===== src/rtl/freq_multiplier.sv =====
// freq_multiplier: measures the clk period of a slow strobe and emits MULT evenly spaced ticks per period.
// Latency: all outputs registered; a tick decided in cycle k is visible in cycle k+1. No backpressure.
// Optional FREQMUL_PHASE_OUT_EN adds phase_idx, the index of the most recent tick.
module freq_multiplier #(
    parameter int MULT  = 4,
    parameter int WIDTH = 32
) (
    input  logic             clk,
    input  logic             sta_user,
    input  logic             signal_in,
    output logic             signal_out,
    output logic             locked,
    output logic [WIDTH-1:0] period_out
`ifdef FREQMUL_PHASE_OUT_EN
    ,
    output logic [$clog2(MULT)-1:0] phase_idx
`endif
);

    localparam int SW = $clog2(MULT);
    localparam logic [SW-1:0]  SUB_MAX = SW'(MULT - 1);
    localparam logic [WIDTH:0] MULT_W  = (WIDTH + 1)'(MULT);

    typedef enum logic [1:0] {IDLE, MEASURE, RUN} state_t;

    state_t           state, state_nxt;
    logic             prev_in;
    logic [WIDTH-1:0] cnt, cnt_nxt;
    logic [WIDTH:0]   acc, acc_nxt;
    logic [SW-1:0]    sub_cnt, sub_nxt;
    logic [WIDTH-1:0] period_nxt;
    logic             locked_nxt;
    logic             tick_nxt;

    logic             edge_det;
    logic             timeout;
    logic [WIDTH:0]   acc_sum;
    logic [WIDTH:0]   period_ext;

    assign edge_det   = signal_in & ~prev_in;
    assign timeout    = (cnt == '1) & ~edge_det;
    assign acc_sum    = acc + MULT_W;
    assign period_ext = {1'b0, period_out};
    // Saturate so a stalled strobe cannot wrap the counter and fake a short period.
    assign cnt_nxt    = edge_det ? WIDTH'(1) : ((cnt == '1) ? cnt : cnt + WIDTH'(1));

    always_ff @(posedge clk or posedge sta_user) begin
        if (sta_user) begin
            state <= IDLE;
        end else begin
            state <= state_nxt;
        end
    end

    always_comb begin
        state_nxt = state;
        case (state)
            IDLE:    if (edge_det) state_nxt = MEASURE;
            MEASURE: begin
                if (edge_det)     state_nxt = RUN;
                else if (timeout) state_nxt = IDLE;
            end
            RUN:     if (timeout) state_nxt = IDLE;
            default: state_nxt = IDLE;
        endcase
    end

    always_comb begin
        tick_nxt   = 1'b0;
        acc_nxt    = acc;
        sub_nxt    = sub_cnt;
        period_nxt = period_out;
        locked_nxt = locked;
        if (state == MEASURE || state == RUN) begin
            if (edge_det) begin
                tick_nxt   = 1'b1;
                period_nxt = cnt;
                locked_nxt = 1'b1;
                acc_nxt    = '0;
                sub_nxt    = '0;
            end else if (timeout) begin
                locked_nxt = 1'b0;
            end else if (state == RUN && sub_cnt != SUB_MAX) begin
                // Bresenham step: one sub-tick each time MULT*t crosses another period.
                if (acc_sum >= period_ext) begin
                    tick_nxt = 1'b1;
                    acc_nxt  = acc_sum - period_ext;
                    sub_nxt  = sub_cnt + SW'(1);
                end else begin
                    acc_nxt  = acc_sum;
                end
            end
        end
    end

    always_ff @(posedge clk or posedge sta_user) begin
        if (sta_user) begin
            prev_in    <= 1'b1;
            cnt        <= '0;
            acc        <= '0;
            sub_cnt    <= '0;
            period_out <= '0;
            locked     <= 1'b0;
            signal_out <= 1'b0;
        end else begin
            prev_in    <= signal_in;
            cnt        <= cnt_nxt;
            acc        <= acc_nxt;
            sub_cnt    <= sub_nxt;
            period_out <= period_nxt;
            locked     <= locked_nxt;
            signal_out <= tick_nxt;
        end
    end

`ifdef FREQMUL_PHASE_OUT_EN
    // The tick index always equals the post-tick sub-count (0 on the edge tick).
    always_ff @(posedge clk or posedge sta_user) begin
        if (sta_user) begin
            phase_idx <= '0;
        end else if (tick_nxt) begin
            phase_idx <= sub_nxt;
        end
    end
`endif

endmodule


===== config.mk =====
export PLATFORM = sky130hd
export DESIGN_NAME = freq_multiplier
export DESIGN_NICKNAME = d
export VERILOG_FILES = /design/src/rtl/freq_multiplier.sv
export SDC_FILE = /design/constraint.sdc
export NUM_CORES = 1
export LEC_CHECK = 0
export CORE_MARGIN = 4
export CORE_UTILIZATION = 45
export CTS_CLUSTER_SIZE = 14
export DETAILED_ROUTE_END_ITERATION = 12
export DONT_BUFFER_PORTS = 1
export PLACE_DENSITY = 0.69
export SLEW_MARGIN = 20
export SYNTH_ARGS = -nofsm -noshare
export SYNTH_HDL_FRONTEND = slang
export SYNTH_SLANG_ARGS = --single-unit

===== constraint.sdc =====
create_clock -name clk -period 4.4 [get_ports clk]
set_input_delay 0.66 -clock clk [delete_from_list [all_inputs] [get_ports clk]]
set_output_delay 0.66 -clock clk [all_outputs]
set_load 0.01 [all_outputs]

==> key figures <==
Job
  • Max-cap violations: 0

Critical path
  • Worst-path maximum fanout: 36
  • Critical path type: reg2reg
  • Worst EP required: 4.67 ns
  • Crit path DAT: 4.38 ns
  • Startpoint types: register
  • Worst Setup End Kind: register

Clock tree
  • Clock Latency Late Sink: ~0.36 ns
  • CTS sink count: 104
  • CTS Buf Count: 9
  • Clock Pin Slew Worst Setup and Hold Paths: 0.07 ns
  • Clock root buffer: clkbuf_16
  • CTS tree: built
  • CTS H-Tree Depth: 3
  • Max clock buf depth: 2

Synthesis
  • EDFF count, synth: 0
  • Ys Warns: 0
  • Mapped Nets: 853
  • FF+latch count, synth: 104
  • Post-Synthesis Cells: 810
  • Synth async-reset ratio: 1.000
  • Synthesized area: just over 7000 µm²
  • Netlist cell types: around 70
  • Synth Area per Inst: 8.921 µm²
  • Top_reg_cell synth: dfrtp_1
  • Sequential share of the synthesized area: 0.3603

Floorplanning
  • Boundary pin count: 37
  • Die Y: 134.7 µm
  • Core area: approximately 16,000 µm²
  • Total Die Area: 18,150 µm²
  • Initial core utilization: 0.4565
  • FP Rows: 46
  • Die Wd: about 130 µm

Route
  • DR iter-0 viols: between 400 and 500
  • Drt pass-1 iters: 5
  • # DRC: 0
  • Post-DR wirelength/cell: approximately 17 µm
  • Post-Route WL: 17.57 mm
  • Via count: 5,768
  • Routed Antenna Nets: 0
  • Vias per cell: 5.595

Global route
  • Gr ovfl total: 0
  • Total Routing Usage GR: 0.1972
  • Global-route wire length before repair: 28.66 mm
  • Largest net degree at the start of global routing: 50
  • Antenna violations before repair: 0
  • Vias in the first global route: 5,568

STA
  • Period minus WS final: approximately 4.1 ns
  • Worst slew pin tran: 0.6821 ns
  • Final period util: 0.9337
  • Final hold vios: 0
  • Max_slew headroom: 0.5441
  • Fmax: 243.4 MHz
  • Skew final: 0.007685 ns
  • Final setup fails: 0
  • Max-slew violations: 0

Final layout
  • Non-Filler Instances: 1,031
  • Most frequent cells in the layout: 102 x dfrtp_1, 75 x nor2_1, 74 x nand2_1, 58 x inv_1, 57 x a21oi_1
  • Area grow syn2layout: 8.502%
  • Nets@finish: 854
  • Area of the multi-input gates: 4245 µm²
  • Antenna cells: 0
  • Post-route cell area: ~7800 µm²
  • Register area: 2605 µm²
  • Fraction of layout cells with a size suffix above 1: 0.1313
  • Fill cell count: 1,492
  • Most common cell after layout, fill and taps aside: dfrtp_1

Placement
  • HPWL after DPL: 13.43 mm
  • Routability cong.: 0.9778
  • Post-placement cell area: 7490 µm²
  • Post-placement cell count: 1,016
  • I/O Buffers: 0

Outcome
  • Status: finished clean

Power
  • Pwr Density: 722.3 nW/µm²
  • Static Leakage: ~3.6 nW
  • Peak supply drop: 0.0004328 V

Hold path
  • Worst min path class: in2async
[logic make-up (layout without fill, tap and decap cells)]
logic type      after synthesis  count (layout)  share of synthesized area
flops                       104             104                     0.3603
simple gates                276             276                     0.1922
xor+xnor                     81              81                    0.09818
compound gates              182             182                     0.1652
mux                          37              37                    0.05749
buf+inv                      90              95                    0.05628
fa+ha+maj                    40              40                    0.07030
[area by class of cell]
class                      count  area share
clock buffer                  10     0.03048
clock inverter                 5     0.01101
inverter                      59     0.02857
multi-input combinational    616      0.5415
sequential                   104      0.3323
tap                          216     0.03447
timing repair buffer          21     0.02170
[metrics by stage]
step	TNS [ns]	utilization	power (mW)	hold WS (ns)	worst slack, ns
after floorplan	0	-	3.969	0.4556	0.5223
after global placement	0	0.4732	4.679	0.4235	0.2078
after detailed placement	0	0.4732	4.711	0.4232	0.1642
after CTS	0	0.4938	5.620	0.03875	0.1250
after global routing	-0.03588	0.4953	6.058	0.04309	-0.01550
final	0	0.4953	5.663	0.04067	0.2916
[timing repair]
action / CTS / global route
hold buffers: 0 / 0
resized for setup: 0 / 6
setup endpoints to repair: 0 / 28
buffers inserted: 0 / 0
[metal layers]
layer,part of all wire,track usage,vias up,routed length [µm]
li1,-,-,2850,-
met1,0.47,0.2787,2732,8245
met2,0.45,0.3085,157,7954
met3,0.056,0.03092,29,977
met4,0.023,0.07014,0,397
met5,0,0,-,0
[final timing paths]
check                                 endpoint                 from  cells past startpoint  slack [ns]
max                         acc[5]$_DFFE_PP0P_   acc[3]$_DFFE_PP0P_                     17        0.29
min reg2reg                acc[15]$_DFFE_PP0P_  acc[15]$_DFFE_PP0P_                      2        0.50
min                        cnt[10]$_DFFE_PP0N_             sta_user                      1        0.04
max in group asynchronous   acc[2]$_DFFE_PP0P_             sta_user                      2        3.51
min in group clk             prev_in$_DFF_PP1_            signal_in                      0        0.29
max reg2reg                 acc[5]$_DFFE_PP0P_   acc[3]$_DFFE_PP0P_                     17        0.29
[registers in the layout, indices dropped and copies added (netlist names)]
register / cells
acc: 33
prev_in: 1
cnt: 32
state: 2
signal_out: 1
period_out: 32
sub_cnt: 2
locked: 1
[where the power goes]
part,switching [mW],leakage [nW],internal (mW),total [mW]
clock network,0.375,0.160,0.518,0.893
logic,2.06,1.99,1.48,3.54
registers,0.152,1.42,1.08,1.23
total,2.58,3.57,3.08,5.66
[Yosys cell counts, types with 12 or more instances]
cell type	n	area, µm²
mux2_2	32	360.4
ha_1	39	488.0
and3_1	13	81.33
nand3_1	28	140.1
nand2_1	74	277.8
nand4_1	20	125.1
xnor2_1	41	359.1
o21ai_0	29	145.1
nor3_1	15	75.07
inv_1	59	221.5
a21o_1	17	127.6
dfrtp_1	103	2577
xor2_1	40	350.3
o21ai_1	12	60.06
a21oi_1	57	285.3
nor2_1	75	281.5
[critical path, cell delays in order, from the launching register on]
cell and delay, ns:
dfrtp_1 0.41, ha_2 0.25, nand3_2 0.12, nor4_4 0.34, and2_1 0.23, buf_4 0.15, nand2_1 0.06, xnor2_1 0.33
ha_1 0.32, buf_4 0.18, and3_4 0.16, a2111oi_4 0.33, o211ai_2 0.15, nor3_4 0.25, buf_12 0.22, and2_4 0.27
a21oi_1 0.09, o22ai_1 0.15
Note: power is estimated with default switching activity, not from simulation.
